[src/rtl/spm_ctx_if.sv]
// Host/config-side and scratchpad-side signals of the context sequencer.
// master = host/config fetch path (and bench); slave = the sequencer itself.
interface spm_ctx_if #(
  parameter int INST_W = 20,
  parameter int CNT_W  = 8,
  parameter int NUM_W  = 6
);

  logic                      start;
  logic                      abort;
  logic [NUM_W-1:0]          num_ctx;
  logic                      cfg_valid;
  logic                      cfg_ready;
  logic [INST_W+CNT_W-1:0]   cfg_data;
  logic                      spm_rst;
  logic                      spm_init;
  logic                      spm_run;
  logic [INST_W-1:0]         spm_inst;
  logic [NUM_W-1:0]          ctx_idx;
  logic                      busy;
  logic                      done;

  modport master (
    output start, abort, num_ctx, cfg_valid, cfg_data,
    input  cfg_ready, spm_rst, spm_init, spm_run, spm_inst, ctx_idx, busy, done
  );

  modport slave (
    input  start, abort, num_ctx, cfg_valid, cfg_data,
    output cfg_ready, spm_rst, spm_init, spm_run, spm_inst, ctx_idx, busy, done
  );

endinterface

[src/rtl/spm_ctx_sequencer.sv]
// Loads NUM context words into the scratchpad config buffer, then steps the
// scratchpad through each context with a run pulse plus a per-context dwell.
module spm_ctx_sequencer #(
  parameter int INST_W = 20,
  parameter int CNT_W  = 8,
  parameter int DEPTH  = 32,
  parameter int NUM_W  = 6
) (
  input  logic     clk,
  input  logic     rst,
  spm_ctx_if.slave bus
);

  localparam int AW = (DEPTH > 1) ? $clog2(DEPTH) : 1;

  typedef enum logic [2:0] {
    S_IDLE,
    S_CLR,
    S_LOAD,
    S_RUN,
    S_HOLD,
    S_FIN
  } state_t;

  state_t            state_q, state_d;
  logic [NUM_W-1:0]  n_q;
  logic [NUM_W-1:0]  ctx_q;
  logic [CNT_W-1:0]  hold_q;
  logic [INST_W-1:0] inst_q;
  logic [CNT_W-1:0]  dwell_tbl [DEPTH];

  logic              load_ready;
  logic              xfer;
  logic              last_ctx;
  logic [NUM_W-1:0]  n_sat;
  logic [CNT_W-1:0]  cur_dwell;
  logic [CNT_W-1:0]  beat_dwell;
  logic [INST_W-1:0] beat_inst;

  logic              rst_pulse;
  logic              run_pulse;
  logic              done_pulse;

  assign beat_inst  = bus.cfg_data[INST_W-1:0];
  assign beat_dwell = bus.cfg_data[INST_W +: CNT_W];

  assign n_sat      = (bus.num_ctx > NUM_W'(DEPTH)) ? NUM_W'(DEPTH) : bus.num_ctx;
  assign load_ready = (state_q == S_LOAD);
  // A beat coincident with abort is still consumed, so abort does not gate xfer.
  assign xfer       = bus.cfg_valid & load_ready;
  assign last_ctx   = (ctx_q == (n_q - NUM_W'(1)));
  assign cur_dwell  = dwell_tbl[ctx_q[AW-1:0]];

  always_ff @(posedge clk) begin
    if (rst) state_q <= S_IDLE;
    else     state_q <= state_d;
  end

  always_comb begin
    // NOTE: every signal driven here gets a default first, so no latch is inferred.
    state_d    = state_q;
    rst_pulse  = 1'b0;
    run_pulse  = 1'b0;
    done_pulse = 1'b0;

    unique case (state_q)
      S_IDLE: begin
        if (bus.start) state_d = (n_sat == '0) ? S_FIN : S_CLR;
      end
      S_CLR: begin
        rst_pulse = 1'b1;
        state_d   = S_LOAD;
      end
      S_LOAD: begin
        if (xfer && last_ctx) state_d = S_RUN;
      end
      S_RUN: begin
        run_pulse = 1'b1;
        if (cur_dwell != '0) state_d = S_HOLD;
        else if (last_ctx)   state_d = S_FIN;
      end
      S_HOLD: begin
        if (hold_q == CNT_W'(1)) state_d = last_ctx ? S_FIN : S_RUN;
      end
      S_FIN: begin
        done_pulse = 1'b1;
        state_d    = S_IDLE;
      end
      default: state_d = S_IDLE;
    endcase

    // Abort overrides every transition and silences the strobes of this cycle.
    if (bus.abort) begin
      state_d    = S_IDLE;
      rst_pulse  = 1'b0;
      run_pulse  = 1'b0;
      done_pulse = 1'b0;
    end
  end

  // NOTE: sequential state is written with non-blocking assignments only.
  always_ff @(posedge clk) begin
    if (rst) begin
      n_q       <= '0;
      ctx_q     <= '0;
      hold_q    <= '0;
      inst_q    <= '0;
      // NOTE: the dwell table is a small flop array, so it is cleared with the
      // rest of the state instead of being left uninitialised like a RAM.
      dwell_tbl <= '{default: '0};
    end else begin
      if (state_q == S_IDLE && bus.start) n_q <= n_sat;

      if (state_q == S_CLR) ctx_q <= '0;

      if (xfer) begin
        dwell_tbl[ctx_q[AW-1:0]] <= beat_dwell;
        inst_q                   <= beat_inst;
        ctx_q                    <= last_ctx ? '0 : ctx_q + NUM_W'(1);
      end

      if (state_q == S_RUN && !bus.abort) begin
        if (cur_dwell == '0) begin
          if (!last_ctx) ctx_q <= ctx_q + NUM_W'(1);
        end else begin
          hold_q <= cur_dwell;
        end
      end

      if (state_q == S_HOLD && !bus.abort) begin
        if (hold_q == CNT_W'(1)) begin
          if (!last_ctx) ctx_q <= ctx_q + NUM_W'(1);
        end else begin
          hold_q <= hold_q - CNT_W'(1);
        end
      end
    end
  end

  // The inst field is forwarded combinationally on a transfer and held otherwise.
  assign bus.spm_inst  = xfer ? beat_inst : inst_q;
  assign bus.spm_init  = xfer;
  assign bus.spm_run   = run_pulse;
  assign bus.spm_rst   = rst_pulse;
  assign bus.cfg_ready = load_ready;
  assign bus.ctx_idx   = ctx_q;
  assign bus.busy      = (state_q != S_IDLE);
  assign bus.done      = done_pulse;

endmodule

[src/flat_wrapper.sv]
// flat-port wrapper written by rule: the top's interface ports become plain ports
module spm_ctx_sequencer_flat 
#(
  parameter int INST_W = 20,
  parameter int CNT_W  = 8,
  parameter int DEPTH  = 32,
  parameter int NUM_W  = 6
)
  (clk, rst, bus_start, bus_abort, bus_num_ctx, bus_cfg_valid, bus_cfg_data, bus_cfg_ready, bus_spm_rst, bus_spm_init, bus_spm_run, bus_spm_inst, bus_ctx_idx, bus_busy, bus_done);
  spm_ctx_if #(.INST_W(INST_W), .CNT_W(CNT_W), .NUM_W(NUM_W)) bus_i ();
  input  logic clk;
  input  logic rst;
  input wire logic [$bits(bus_i.start)-1:0] bus_start;
  input wire logic [$bits(bus_i.abort)-1:0] bus_abort;
  input wire logic [$bits(bus_i.num_ctx)-1:0] bus_num_ctx;
  input wire logic [$bits(bus_i.cfg_valid)-1:0] bus_cfg_valid;
  input wire logic [$bits(bus_i.cfg_data)-1:0] bus_cfg_data;
  output wire logic [$bits(bus_i.cfg_ready)-1:0] bus_cfg_ready;
  output wire logic [$bits(bus_i.spm_rst)-1:0] bus_spm_rst;
  output wire logic [$bits(bus_i.spm_init)-1:0] bus_spm_init;
  output wire logic [$bits(bus_i.spm_run)-1:0] bus_spm_run;
  output wire logic [$bits(bus_i.spm_inst)-1:0] bus_spm_inst;
  output wire logic [$bits(bus_i.ctx_idx)-1:0] bus_ctx_idx;
  output wire logic [$bits(bus_i.busy)-1:0] bus_busy;
  output wire logic [$bits(bus_i.done)-1:0] bus_done;
  assign bus_i.start = bus_start;
  assign bus_i.abort = bus_abort;
  assign bus_i.num_ctx = bus_num_ctx;
  assign bus_i.cfg_valid = bus_cfg_valid;
  assign bus_i.cfg_data = bus_cfg_data;
  assign bus_cfg_ready = bus_i.cfg_ready;
  assign bus_spm_rst = bus_i.spm_rst;
  assign bus_spm_init = bus_i.spm_init;
  assign bus_spm_run = bus_i.spm_run;
  assign bus_spm_inst = bus_i.spm_inst;
  assign bus_ctx_idx = bus_i.ctx_idx;
  assign bus_busy = bus_i.busy;
  assign bus_done = bus_i.done;
  spm_ctx_sequencer #(.INST_W(INST_W), .CNT_W(CNT_W), .DEPTH(DEPTH), .NUM_W(NUM_W)) u_core (.clk(clk), .rst(rst), .bus(bus_i));
endmodule
[config.mk]
export PLATFORM = sky130hd
export DESIGN_NAME = spm_ctx_sequencer_flat
export DESIGN_NICKNAME = d
export VERILOG_FILES = /design/src/rtl/spm_ctx_if.sv /design/src/rtl/spm_ctx_sequencer.sv /design/src/flat_wrapper.sv
export SDC_FILE = /design/constraint.sdc
export NUM_CORES = 1
export LEC_CHECK = 0
export BUFFER_PORTS_ARGS = -buffer_cell sky130_fd_sc_hd__buf_2
export CORE_MARGIN = 2
export CORE_UTILIZATION = 50
export CTS_CLUSTER_DIAMETER = 100
export DETAILED_ROUTE_END_ITERATION = 8
export GPL_ROUTABILITY_DRIVEN = 0
export HOLD_SLACK_MARGIN = 0.15
export PLACE_DENSITY_LB_ADDON = 0.25
export SYNTH_ARGS = -nofsm -noshare
export SYNTH_HDL_FRONTEND = slang
export SYNTH_SLANG_ARGS = --single-unit
[constraint.sdc]
create_clock -name clk -period 3.6 [get_ports clk]
set_input_delay 0.72 -clock clk [delete_from_list [all_inputs] [get_ports clk]]
set_output_delay 0.72 -clock clk [all_outputs]
set_load 0.01 [all_outputs]
# After elaboration in Yosys (flattened, before gate mapping)
# Index checks and enable logic that the tools add are counted.
[word_totals] register_bits=299 out_inout_bits=32 word_cells=104 in_bits=39
[classes] muxes=35 n_eq_ne=11 bitwise=2 addsub=3 n_reduce_logical=13 order_cmp=3
[op_table] cell="256-bit bitwise mux" count=1
[op_table] cell="6-bit two-way mux" count=10
[op_table] cell="8-bit two-way mux" count=7
[op_table] cell="8-bit binary-select mux with 5-bit select" count=1
[op_table] cell="8-bit demux with 5-bit select" count=1
[op_table] cell="3-bit two-way mux" count=7
[op_table] cell="20-bit two-way mux" count=1
[op_table] cell="3-bit one-hot mux with 5 select lines" count=1
[op_table] cell="8-bit by 1-bit equality test with 1-bit output (second input constant)" count=1
[op_table] cell="8-bit zero test" count=1
[op_table] cell="8-bit nonzero test" count=1
[op_table] cell="8-bit by 1-bit subtractor with 8-bit output (second input constant)" count=1
[op_table] cell="6-bit by 1-bit adder with 6-bit output (second input constant)" count=1
[op_table] cell="3-bit by 2-bit equality test with 1-bit output (second input constant)" count=2
[op_table] cell="3-bit equality test (second input constant)" count=2
[op_table] cell="6-bit equality test" count=1
[op_table] cell="6-bit greater-or-equal comparator (second input constant)" count=1
[op_table] cell="6-bit > comparator (second input constant)" count=1
[op_table] cell="6-bit zero test" count=1
[op_table] cell="6-bit by 1-bit less-than comparator with 1-bit output (second input constant)" count=1
[op_table] cell="1-bit two-way mux" count=6
[op_table] cell="5-bit inverter with 6-bit output" count=1
[op_table] cell="6-bit by 1-bit subtractor with 6-bit output (second input constant)" count=1
[op_table] cell="1-bit logical AND" count=5
[op_table] cell="10 further kinds" count=11

# Depth between registers and ports, before layout
[logic_depth] word_depth=10 mapped_depth=11 depth_no_buf=10

# Least setup slack after synthesis
# OpenSTA, ideal clock, no wires.
[synth_path] path_type="register to register" from="register u_core.ctx_q[1] (netlist: u_core.bus.ctx_idx[1])" to="register u_core.ctx_q[5] (netlist: u_core.bus.ctx_idx[5])" required_ps=3478 stages_incl_launch_ff=10 arrival_time_ps=2626 n_path_buf=2 synth_period_minus_slack_ps=2747 setup_time_ps=122 setup_slack_ps=853 path_cell_list="dfxtp_1 > clkbuf_1 > buf_2 > mux2i_1 > o22ai_1 > nor4_2 > nand4_1 > nor4_4 > a21oi_2 > a221o_1"
[synth_via] elab_chain_cells=10 elab_cells_between_ends=15 cone_classes="add/sub (1); eq/ne (1); mux (11); bitwise (1); reduce/logical (1)"
[synth_rtl] item="start, declared" line="spm_ctx_sequencer.sv:27" source="logic [NUM_W-1:0] ctx_q;"
[synth_rtl] item="start signal, assigned" line="spm_ctx_sequencer.sv:119" source="ctx_q <= last_ctx ? '0 : ctx_q + NUM_W'(1);"
[synth_rtl] item="start signal, assigned" line="spm_ctx_sequencer.sv:124" source="if (!last_ctx) ctx_q <= ctx_q + NUM_W'(1);"
[synth_rtl] item="start signal, assigned" line="spm_ctx_sequencer.sv:132" source="if (!last_ctx) ctx_q <= ctx_q + NUM_W'(1);"
[synth_rtl] item="5-bit inverter with 6-bit output (implied by the code)" line="spm_ctx_sequencer.sv:52" source="assign cur_dwell = dwell_tbl[ctx_q[AW-1:0]];"
[synth_rtl] item="8-bit binary-select mux with 5-bit select" line="spm_ctx_sequencer.sv:52"
[synth_rtl] item="8-bit two-way mux (implied by the code) (2 in a row)" line="spm_ctx_sequencer.sv:52"
[synth_rtl] item="8-bit zero test" line="spm_ctx_sequencer.sv:123" source="if (cur_dwell == '0) begin"
[synth_rtl] item="6-bit two-way mux" line="spm_ctx_sequencer.sv:123"
[synth_rtl] item="6-bit two-way mux" line="spm_ctx_sequencer.sv:122" source="if (state_q == S_RUN && !bus.abort) begin"
[synth_rtl] item="6-bit two-way mux" line="spm_ctx_sequencer.sv:132"
[synth_rtl] item="6-bit two-way mux" line="spm_ctx_sequencer.sv:131" source="if (hold_q == CNT_W'(1)) begin"
[synth_rtl] item="6-bit two-way mux *" line="spm_ctx_sequencer.sv:130" source="if (state_q == S_HOLD && !bus.abort) begin"
# Mark *: on every way between the ends. The rest lies on a longest branch, timed or not. The select of a mux whose other input is x is not followed.
# A chain may end at the register's enable or synchronous reset.

# Worst setup path after layout
[layout_path] from="register u_core.ctx_q[4] (netlist: u_core.bus.ctx_idx[4])" to="register u_core.hold_q[4]"
[layout_via] elab_chain_cells=9
[layout_rtl] item="5-bit inverter with 6-bit output (implied by the code) *" line="spm_ctx_sequencer.sv:52"
[layout_rtl] item="8-bit binary-select mux with 5-bit select *" line="spm_ctx_sequencer.sv:52"
[layout_rtl] item="8-bit two-way mux (implied by the code) * (2 in a row)" line="spm_ctx_sequencer.sv:52"
[layout_rtl] item="8-bit zero test" line="spm_ctx_sequencer.sv:123"
[layout_rtl] item="8-bit two-way mux *" line="spm_ctx_sequencer.sv:123"
[layout_rtl] item="8-bit two-way mux *" line="spm_ctx_sequencer.sv:122"
[layout_rtl] item="8-bit two-way mux" line="spm_ctx_sequencer.sv:131"
[layout_rtl] item="8-bit two-way mux *" line="spm_ctx_sequencer.sv:130"
[layout_rtl] item="end signal, assigned" line="spm_ctx_sequencer.sv:126" source="hold_q <= cur_dwell;"
[layout_rtl] item="end signal, assigned" line="spm_ctx_sequencer.sv:134" source="hold_q <= hold_q - CNT_W'(1);"
[layout_rtl] item="end, declared" line="spm_ctx_sequencer.sv:28" source="logic [CNT_W-1:0] hold_q;"
# Marked as above.

==> run_results.csv <==
group,metric,value,unit
sta,slew_headroom,0.379,
run_status,status,"completed",
drt,num_vias,12400,
clock_tree,cts_max_level,1,
die,die_w,170,um
sta,slew_violations,0,
drt,wirelength,40600,um
cells_and_area,area.growth.synth_to_final,10.9,%
drt,routedWlPerCell,20.1,um
critical_path,crit_chain,"nand4bb_1 -> o22ai_1 -> nor4_2 -> nand4_1 -> nor4_4 -> buf_4 -> or2b_1 -> and3_1 -> o31a_1",
drt,postRouteAntennaNets,0,
die,start_util,0.510,
clock_tree,ctsLongestPathBuffers,3,
grt,grt_pass1_wl,63200,um
yosys,synth_top_cells_by_count,"299 x dfxtp_1, 261 x nand2_1, 243 x a21oi_1",
die,fp-row-count,60,
clock_tree,cts-root-buf,"clkbuf_16",
sta,period_minus_slack,3.31,ns
placed_design,io_buffers,70,
sta,tns,0,ns
drt,post_drt_via_cell_ratio,6.14,
critical_path,endpoint_kind,"flop",
yosys,yosys-top-cells-area,"dfxtp_1 44%, mux2i_1 12%, a21oi_1 8.8%",
placed_design,place_area,14300,um^2
clock_tree,path_clk_slew,0.06,ns
min_path,holdCritPathClass,"input pin to flop",
pwr,irDropWorstVdd,0.328,mV
critical_path,cp_data_arrival_time,3.76,ns
job,max_cap_violations,0,
yosys,ys_types,55,
grt,grt_max_degree,179,
clock_tree,cts_setup_buffers,0,
yosys,synth_area_leader_cell,"dfxtp_1",
die,core,27000,um^2
yosys,synth_edf_count,0,
critical_path,reg2reg_depth,9,
min_path,hold_depth,2,
sta,fin_skew,0.00505,ns
sta,fin_crit_sh,0.918,
drt,drc,0,
grt,grt_overflow,0,
placed_design,hpwl,26000,um
yosys,ys_seq_area_frac,0.435,
yosys,syn_area,13800,um^2
critical_path,crit_fanout,23,
critical_path,slowest_delay,0.81,ns
cells_and_area,final_util,0.566,
yosys,synth-main-ff-cell,"dfxtp_1",
clock_tree,cts_sinks,299,
yosys,yosys_warnings,0,
grt,antenna_found_initial,0,
yosys,syn_inst,1659,
cells_and_area,final_nets,1699,
clock_tree,clk_latency,0.56,ns
grt,grt_pass1_vias,11400,
yosys,postSynthAreaPerCell,8.29,um^2
drt,first_iter_violations,1347,
sta,rsz0062_at_grt,"no",
grt,track_usage,0.276,
critical_path,critPathLaunchType,"flop",
sta,hold_viol,0,
clock_tree,cts_resized,0,
yosys,synthesis.nets,1705,
die,dieArea,28900,um^2
yosys,synthMostInstantiatedCell,"dfxtp_1",
yosys,ys_ff_latch,299,
sta,clock.fmax,0.302,GHz
sta,worst_pin_slew,0.932,ns
pwr,power.density,433,nW/um^2
die,io_pins,71,
critical_path,cp_slowest_cell,"dfxtp_1",
cells_and_area,drive_gt1_frac,0.120,
critical_path,crit_type,"flop to flop",
yosys,yosysTopAreaCellShare,0.435,
drt,dr.pass1.iters,6,
sta,setup_violations,0,
cells_and_area,n_antenna_cell,0,
die,die_y,170,um
clock_tree,cts_buffers,31,
pwr,leakage,5.04,nW
clock_tree,cts_tree,"yes",
cells_and_area,postLayoutCellArea,15300,um^2
critical_path,critical_path_required,4.05,ns
clock_tree,holdBufCountCts,0,
yosys,synthArstFlopShare,0,
## layer usage
layer  track usage  wire length [um]  part of all wire
met4         0.101              1410             0.035
met3        0.0535              3670             0.090
met5             0                 0                 0
met1         0.366             17200              0.42
met2         0.447             18400              0.45
## through the flow
stage	setup slack, ns	power (mW)	hold WS, ns	instances
2_1_floorplan	0.853	3.55	0.436	1659
3_3_place_gp	0.456	3.63	0.441	1961
3_5_place_dp	0.409	3.64	0.446	1961
4_1_cts	0.391	6.63	0.397	2018
5_1_grt	0.0680	6.77	0.427	2018
6_report	0.294	6.60	0.416	2018
## final timing paths
check | start | to | slack, ns
worst max-delay path | u_core.bus.ctx_idx[4]$_SDFF_PP0_ | u_core.hold_q[4]$_SDFF_PP0_ | 0.29
worst min-delay path | bus_abort | u_core.state_q[2]$_SDFFE_PP0P_ | 0.42
worst max register to register | u_core.bus.ctx_idx[4]$_SDFF_PP0_ | u_core.hold_q[4]$_SDFF_PP0_ | 0.29
worst min register to register | u_core.dwell_tbl[24]$_SDFFE_PP0P_ | u_core.dwell_tbl[24]$_SDFFE_PP0P_ | 0.45
## critical path: cells and delay by family, from the launching register on
kind,cells,cell delay [ns]
flip-flops,1,0.81
AO/OA/AOI/OAI,2,0.83
buffers and inverters,1,0.17
AND/OR/NAND/NOR,6,1.39
## area by class of cell
cell class	instances	area, um^2
clock buffer	49	913
inverter	14	52.6
multi-input combinational	1199	7090
timing repair buffer	108	744
clock inverter	8	42.5
fill	2431	11700
sequential	299	5990
tap	341	427
## cell usage in the layout (no fill, tap or decap), types with 5 or more instances in the layout
| master | count |
|---|---|
| ha_1 | 7 |
| clkbuf_8 | 8 |
| nor4_1 | 12 |
| o21ai_0 | 10 |
| mux2i_1 | 163 |
| clkinv_2 | 7 |
| buf_12 | 8 |
| nand2_1 | 261 |
| o21a_1 | 5 |
| inv_1 | 12 |
| buf_2 | 69 |
| nor4_2 | 5 |
| clkbuf_1 | 11 |
| buf_4 | 30 |
| nand4bb_1 | 6 |
| nor2_1 | 58 |
| nor3_1 | 8 |
| nor3b_1 | 5 |
| a21oi_1 | 243 |
| and2_1 | 22 |
| mux2_2 | 20 |
| o22ai_1 | 64 |
| nand4_1 | 5 |
| dfxtp_1 | 298 |
| nand3_1 | 239 |
| clkbuf_16 | 31 |
## where the power goes
group          switching (mW)  leakage, nW  internal (mW)
Combinational           0.186         2.16         0.0559
Sequential             0.0108         2.41           3.31
Clock                    1.31        0.473           1.73
Total                    1.50         5.04           5.10
## cells by family (layout without fill, tap and decap cells)
kind of cell    Yosys count  in the layout  share of synthesized area
simple gates            660            660                      0.230
compound gates          342            342                      0.137
flops                   299            299                      0.435
mux                     183            183                      0.135
buf+inv                 161            179                     0.0524
fa+ha+maj                 7              7                    0.00637
xor+xnor                  7              7                    0.00446
## state kept, by name, summed over array words and instances, names as in the netlist
name,cells
u_core.inst_q,20
u_core.bus.ctx_idx,6
u_core.dwell_tbl,256
u_core.n_q,6
u_core.state_q,3
u_core.hold_q,8
Note: power is estimated with default switching activity, not from simulation.
